--- config.mk ---
export PLATFORM = sky130hd
export DESIGN_NAME = l2_line_adapter
export DESIGN_NICKNAME = d
export VERILOG_FILES = /design/src/rtl/l2_line_adapter.sv
export SDC_FILE = /design/constraint.sdc
export NUM_CORES = 1
export LEC_CHECK = 0
export ABC_CLOCK_PERIOD_IN_PS = 4150
export CAP_MARGIN = 15
export CORE_AREA = 2 2 277 279
export DETAILED_ROUTE_END_ITERATION = 6
export DIE_AREA = 0 0 279 281
export GPL_TIMING_DRIVEN = 0
export PLACE_DENSITY_LB_ADDON = 0.05
export SLEW_MARGIN = 20
export SYNTH_ARGS = -nofsm -noshare
export SYNTH_HDL_FRONTEND = slang
export SYNTH_SLANG_ARGS = --single-unit
export TNS_END_PERCENT = 20
--- constraint.sdc ---
create_clock -name clk -period 4.15 [get_ports clk]
set_clock_uncertainty 0.1 [all_clocks]
set_input_delay 0.83 -clock clk [delete_from_list [all_inputs] [get_ports clk]]
set_output_delay 0.83 -clock clk [all_outputs]
set_load 0.02 [all_outputs]
--- src/rtl/l2_line_adapter.sv ---
// l2_line_adapter: converts one 256-bit L2 line request into a four-beat
// 64-bit memory burst, read or write. Beat k carries line bits
// [64k+63:64k], and beat 0 goes first.
module l2_line_adapter (
  input  logic         clk,
  input  logic         rst,
  input  logic [31:0]  address_i,
  input  logic         read_i,
  input  logic         write_i,
  input  logic [255:0] line_i,
  output logic [255:0] line_o,
  output logic         resp_o,
  output logic [31:0]  address_o,
  output logic         read_o,
  output logic         write_o,
  output logic [63:0]  burst_o,
  input  logic [63:0]  burst_i,
  input  logic         resp_i
);

  typedef enum logic [1:0] {
    IDLE  = 2'd0,
    READ  = 2'd1,
    WRITE = 2'd2,
    DONE  = 2'd3
  } state_t;

  state_t       state_reg;
  logic [1:0]   cnt_reg;
  logic [31:0]  addr_q;
  logic [255:0] buf_q;

  // Beat offset into the line buffer: cnt * 64.
  logic [7:0]   beat_base;
  logic [63:0]  beat_word [4];

  assign beat_base = {cnt_reg, 6'b0};

  // Split the line buffer into its four beat words. This drives the write
  // data mux.
  for (genvar gi = 0; gi < 4; gi++) begin : g_beat
    assign beat_word[gi] = buf_q[64*gi +: 64];
  end

  // Burst sequencer. It latches the request on acceptance, counts beats on
  // resp_i, and flags completion for one cycle in DONE.
  always_ff @(posedge clk or negedge rst) begin
    if (!rst) begin
      state_reg <= IDLE;
      cnt_reg   <= 2'd0;
      addr_q    <= 32'd0;
      buf_q     <= 256'd0;
    end else begin
      case (state_reg)
        IDLE: begin
          // A writeback takes priority over a read. The L2 expects its
          // dirty victim to leave before the refill arrives.
          if (write_i) begin
            state_reg <= WRITE;
            addr_q    <= address_i & 32'hFFFF_FFE0;
            buf_q     <= line_i;
            cnt_reg   <= 2'd0;
          end else if (read_i) begin
            state_reg <= READ;
            addr_q    <= address_i & 32'hFFFF_FFE0;
            cnt_reg   <= 2'd0;
          end
        end
        READ: begin
          if (resp_i) begin
            buf_q[beat_base +: 64] <= burst_i;
            cnt_reg                <= cnt_reg + 2'd1;
            if (cnt_reg == 2'd3) begin
              state_reg <= DONE;
            end
          end
        end
        WRITE: begin
          if (resp_i) begin
            cnt_reg <= cnt_reg + 2'd1;
            if (cnt_reg == 2'd3) begin
              state_reg <= DONE;
            end
          end
        end
        DONE: begin
          state_reg <= IDLE;
        end
        default: begin
          state_reg <= IDLE;
        end
      endcase
    end
  end

  // Memory-side strobes and the completion pulse are decoded directly from
  // the state register, so they change on the same edge as the state.
  assign read_o    = (state_reg == READ);
  assign write_o   = (state_reg == WRITE);
  assign resp_o    = (state_reg == DONE);
  assign address_o = addr_q;
  assign line_o    = buf_q;
  assign burst_o   = write_o ? beat_word[cnt_reg] : 64'd0;

endmodule

======== Word level (Yosys, flattened, before mapping) ========
Index checks and enable logic that the tools add are counted.
word-level totals
  bits of input ports ..................... 357
  output and inout bits ................... 355
  flip-flop bits (word level) ............. 292
cells by class
  reductions and logical operators ........ 9
  muxes and demuxes ....................... 19
  add/subtract/negate cells ............... 2
  bitwise gates (word level) .............. 1
  equal/unequal tests ..................... 9
  shifts and indexed selects .............. 2
  magnitude comparators ................... 1
operators by type and width
  kind                                                                        number
  256-bit 2-to-1 mux                                                          2
  256-bit case mux with 2 select lines                                        1
  256-bit bitwise mux                                                         1
  64-bit by 10-bit variable shift with 256-bit output (first input constant)  1
  64-bit by 10-bit indexed part select with 256-bit output                    1
  64-bit 2-to-1 mux                                                           3
  64-bit binary-select mux with 2-bit select                                  1
  32-bit 2-to-1 mux                                                           2
  2-bit 2-to-1 mux                                                            7
  8-bit negation with 10-bit output                                           1
  3-bit AND reduction                                                         3
  2-bit == test (second input constant)                                       3
  2-bit by 1-bit inequality test with 1-bit output (second input constant)    3
  2-bit case mux with 3 select lines                                          1
  2-bit nonzero test                                                          3
  2-bit case mux with 2 select lines                                          1
  3-bit greater-or-equal comparator (second input constant)                   1
  3-bit inequality test (second input constant)                               1
  2-bit NOT with 3-bit output                                                 1
  2-bit by 1-bit adder with 2-bit output (second input constant)              1
  2-bit by 1-bit == test with 1-bit output (second input constant)            1
  2-bit logical NOT                                                           1
  2-bit inequality test (second input constant)                               1
  2-bit AND reduction                                                         1
  2-bit OR reduction                                                          1

======== Longest topological paths before layout ========
  depth after elaboration ................. 5
  mapped depth ............................ 12
  depth with buffers taken out ............ 5

======== Worst setup path before layout ========
OpenSTA, ideal clock, no wires.
  path type ............................... reg-to-reg
  from .................................... register cnt_reg[0]
  to ...................................... register buf_q[213], in the netlist line_o[213]
  clock period less this slack ............ 2.876 ns
  arrival ................................. 2.648 ns
  stages on the path, launching flop included .. 13
  data required time ...................... 3.922 ns
  buffers on the path ..................... 7
  slack ................................... 1.274 ns
  path through ............................ dfrtp_1 > buf_2 > buf_2 > buf_2 > buf_2 > inv_1 > ha_1 > clkbuf_1 > nor2b_1 > clkbuf_1 > clkbuf_1 > a32o_1 > mux2_1
on the way
  word-level cells in the longest chain between the ends .. 5
ends and longest elaborated chain
  what                                                                                                                             RTL line  text
  from (decl)                                                                                                                      29        logic [1:0] cnt_reg;
  from (signal assigned)                                                                                                           72        cnt_reg <= cnt_reg + 2'd1;
  from (signal assigned)                                                                                                           80        cnt_reg <= cnt_reg + 2'd1;
  8-bit negation with 10-bit output *                                                                                              71        buf_q[beat_base +: 64] <= burst_i;
  64-bit by 10-bit indexed part select with 256-bit output or 64-bit by 10-bit variable shift with 256-bit output (tied branches)  71
  256-bit bitwise mux *                                                                                                            71
  256-bit 2-to-1 mux *                                                                                                             70        if (resp_i) begin
  256-bit case mux with 2 select lines *                                                                                           54        case (state_reg)
  to (signal assigned)                                                                                                             61        buf_q <= line_i;
  to (signal, indexed assignment)                                                                                                  71
  to (decl)                                                                                                                        31        logic [255:0] buf_q;
Mark *: on every way between the ends. The rest lies on a longest branch, timed or not. The select of a mux whose other input is x is not followed.
A chain may end at the register's enable or synchronous reset.

======== Worst setup path in the final report ========
  from .................................... register cnt_reg[0]
  to ...................................... output burst_o[46]
on the way
  word-level cells in the longest chain between the ends .. 5
ends and longest elaborated chain
  what                                                  RTL line  text
  2-bit NOT with 3-bit output (implied by the code)     103       assign burst_o = write_o ? beat_word[cnt_reg] : 64'd0;
  64-bit binary-select mux with 2-bit select            103
  64-bit 2-to-1 mux (implied by the code) (2 in a row)  103
  64-bit 2-to-1 mux                                     103
  to (decl)                                             16        output logic [63:0] burst_o,
Every way passes these cells. The select of a mux whose other input is x is not followed.

==> metrics list <==
- The hold violation total from the final report was 0.
- For this block, the routed nets add up to 94.79 mm of wire.
- The synthesized design contains 0 enable-type register cells.
* Combinational group share of total power: 0.629
* Number of vias per cell: 4.932
- Buffers inserted to repair hold after CTS numbered 0.
- The worst register-to-register path begins at cnt_reg[0].
- The number of pins exceeding their max-slew limit in the final report came to 0.
* Total global routing overflow: 0
- Number of register bits inferred by synthesis: 287
* Proportion of synthesized chip area in sequential cells: 0.4171
- Synthesis produced a netlist whose cell count is 1418.
* Required arrival time at the worst endpoint: 3220 ps
* End of the worst register-to-register path: line_o[251]
* Initial Utilization: 0.2282
- Across every metal layer, demand over resource in global routing totals 0.2349.
* Largest net degree at the start of global routing: 85
- Worst slew margin relative to its limit: 0.2369
- Once detail routing completed, the nets flagged for antenna violations numbered 0.
- For this run, the number of Yosys warnings is 0.
- In this run, CTS created clock tree buffers numbering 41.
- Overall power consumption after layout is estimated at 0.02457 W.
* Worst Tran Pin Value: 1145 ps
- Mean Syn Cell Area: 12.14 µm²
* Global-route wire length before repair: 131.6 mm
* Number of design-rule violations left by the first detailed-router iteration: 742
- RePlAce Congestion: 0.7900
- Setup repair after global routing missed its margin: true
- Vias in the first global route: 16870
* Cell area after technology mapping: 17220 µm²
- The cell sitting at the root of the clock tree is a clkbuf_16.
- In this run the vertical extent of the chip is 281 µm.
- The worst hold path belongs to the class in2async.
- Die area: 78400 µm²
- Die Span X: 279 µm
- Worst-case vdd ir drop: 323.2 µV
* FFs w/ async S/R, synth: 1.000
- Setup slack of the worst register-to-register path: 170 ps
- In this run the power density over the cells is 912.3 nW/µm².
- Initial antenna violation count: 21
- Net count reported at finish: 2535
- The most critical setup path has its startpoint at cnt_reg[0].
* Core box area: 75440 µm²
- Maximum buffer depth of the clock tree: 3
- Logic depth of the worst register-to-register path: 11
* Number of H-tree branching levels: 2
- For this run, the top clock speed supported by timing is 250.3 MHz.
- Clk sinks: 287
- At the later pin of the worst-skew pair, clock insertion delay measures 550 ps.
- Once detailed placement completed, the half-perimeter wirelength came to 70.83 mm.
- Unique cell type count in the Yosys netlist: 35
- Max-cap violations in this run came to 0.
- The most used flip-flop cell after synthesis is dfrtp_1.
* Leading cell type in the layout, fill and taps excluded: clkdlybuf4s50_1
- The analysis attributes to net switching a power of 0.01093 W.
* Part of the total power dissipated in sequential elements: 0.230
- Per-cell routed wire length: 29.77 µm
- Portion of total power attributed to the clock network: 0.141
* Fraction of layout cells with a size suffix above 1: 0.2249
- STA puts the critical path data arrival time at 3060 ps.
- Post-route clock period utilization: 0.9626
* Maximum net fanout on the critical path: 10
- Setup crit end kind: output pin
- Detailed Routing Iterations Pass 1: 5
- Setup TNS: 0 ps
- Most frequent cells in the layout: clkdlybuf4s50_1, dfrtp_1, mux2_2
- The register with the most flip-flops in the layout has 256 of them.
- # IOs: 712
- Fraction of power spent switching nets: 0.4447
- DRC violations left: 0
- Internal power summed over all cells: 0.01364 W
- Endpoints failing setup: 0
* Count of vias placed by the detailed router: 15700
* Clock transition at the registers of the reported paths: 60 ps
- Compared with the post-synthesis result, the final layout area differs by 56.42%.
- Minimum clock period: 3995 ps
* P_leak: 10.86 nW
- TritonCTS built the clock tree.
- The critical path is of the reg2out type.
- Outcome: finished clean
- STA classifies the critical path startpoint as a flop.
* Number of I/O port buffers: 701
- Num rows: 101
-- synthesized netlist by cell type (all sizes together), types with 2 or more instances --
library cell,n,area [µm²]
mux2,283,3191
and2,65,406.6
nand3,65,325.3
a32o,64,640.6
dfrtp,287,7182
and3b,2,17.52
o21ai,3,15.01
a32oi,2,17.52
a21oi,5,70.06
a41o,64,640.6
buf,69,496.7
mux4,64,1441
ha,9,112.6
inv,69,259.0
nand2b,67,419.2
clkbuf,90,337.8
o2bb2ai,66,578.1
o41ai,64,560.5
nand2,6,22.52
nor2b,65,406.6
-- cells by family (layout without fill, tap and decap cells) --
| group | after synthesis | count (layout) | synth area share |
|---|---|---|---|
| buffers and inverters | 228 | 1003 | 0.06351 |
| adder cells (fa/ha/maj) | 9 | 9 | 0.006540 |
| flip-flops | 287 | 287 | 0.4171 |
| AO/OA/AOI/OAI | 271 | 271 | 0.1480 |
| other | 1 | 14 | 0.0002178 |
| AND/OR/NAND/NOR | 274 | 274 | 0.09432 |
| multiplexers | 348 | 348 | 0.2703 |
-- power groups by stage --
stage | Clock, W | Combinational, W | Sequential, W
finish | 0.00347 | 0.0154 | 0.00566
global route | 0.00370 | 0.0163 | 0.00584
CTS | 0.00358 | 0.0157 | 0.00568
detailed placement | 0 | 0.0156 | 0.00571
global placement | 0 | 0.0155 | 0.00568
floorplan | 0 | 0.00688 | 0.00685
-- through the flow --
step / setup WS, ps / utilization / std cells / hold slack, ps / area, µm²
after detailed placement: -611.3 / 0.3389 / 3104 / 391.5 / 25560
after CTS: 15.44 / 0.3566 / 3175 / 75.20 / 26900
after floorplan: 1274 / - / 1422 / 434.4 / 17230
after global placement: -12650 / 0.3376 / 3101 / 389.3 / 25470
after global routing: -12.59 / 0.3569 / 3180 / 85.87 / 26920
final: 155.3 / 0.3570 / 3184 / 76.58 / 26930
-- routing by layer --
metal | GRT usage | wire length [µm] | up-vias
met3 | 0.06518 | 6568 | 114
met2 | 0.4231 | 48840 | 536
met1 | 0.2741 | 37280 | 8114
li1 | - | - | 6914
met4 | 0.05873 | 1949 | 24
met5 | 0 | 159 | -
-- worst max-delay path by stage --
| stage | end | cells after the start |
|---|---|---|
| after global placement | line_o[82] | 1 |
| after floorplan | line_o[213] | 12 |
| after global routing | line_o[172] | 11 |
| after detailed placement | line_o[108] | 12 |
| after CTS | line_o[237] | 12 |
| final | burst_o[46] | 6 |
-- repair_timing --
item                                   in CTS  in global routing
endpoints found under the hold margin       0                  0
gates resized for setup                    27                  9
setup endpoints to repair                 295                 63
buffers inserted                            0                  0
-- worst max-delay path: stages (launching register included) --
cell and delay (ps):
dfrtp_1 390, buf_4 250, buf_4 320, buf_6 260, mux4_2 510, and2_1 210
clkdlybuf4s50_1 550
-- final cells by class --
class	instances	area, µm²
buffer	159	884.6
sequential	287	7182
fill	7545	48510
multi-input combinational	907	8967
tap	978	1224
inverter	69	259.0
clock inverter	9	73.82
antenna	9	22.52
clock buffer	62	1215
timing repair buffer	704	7104
No activity file was read; power rests on OpenSTA's default activity.
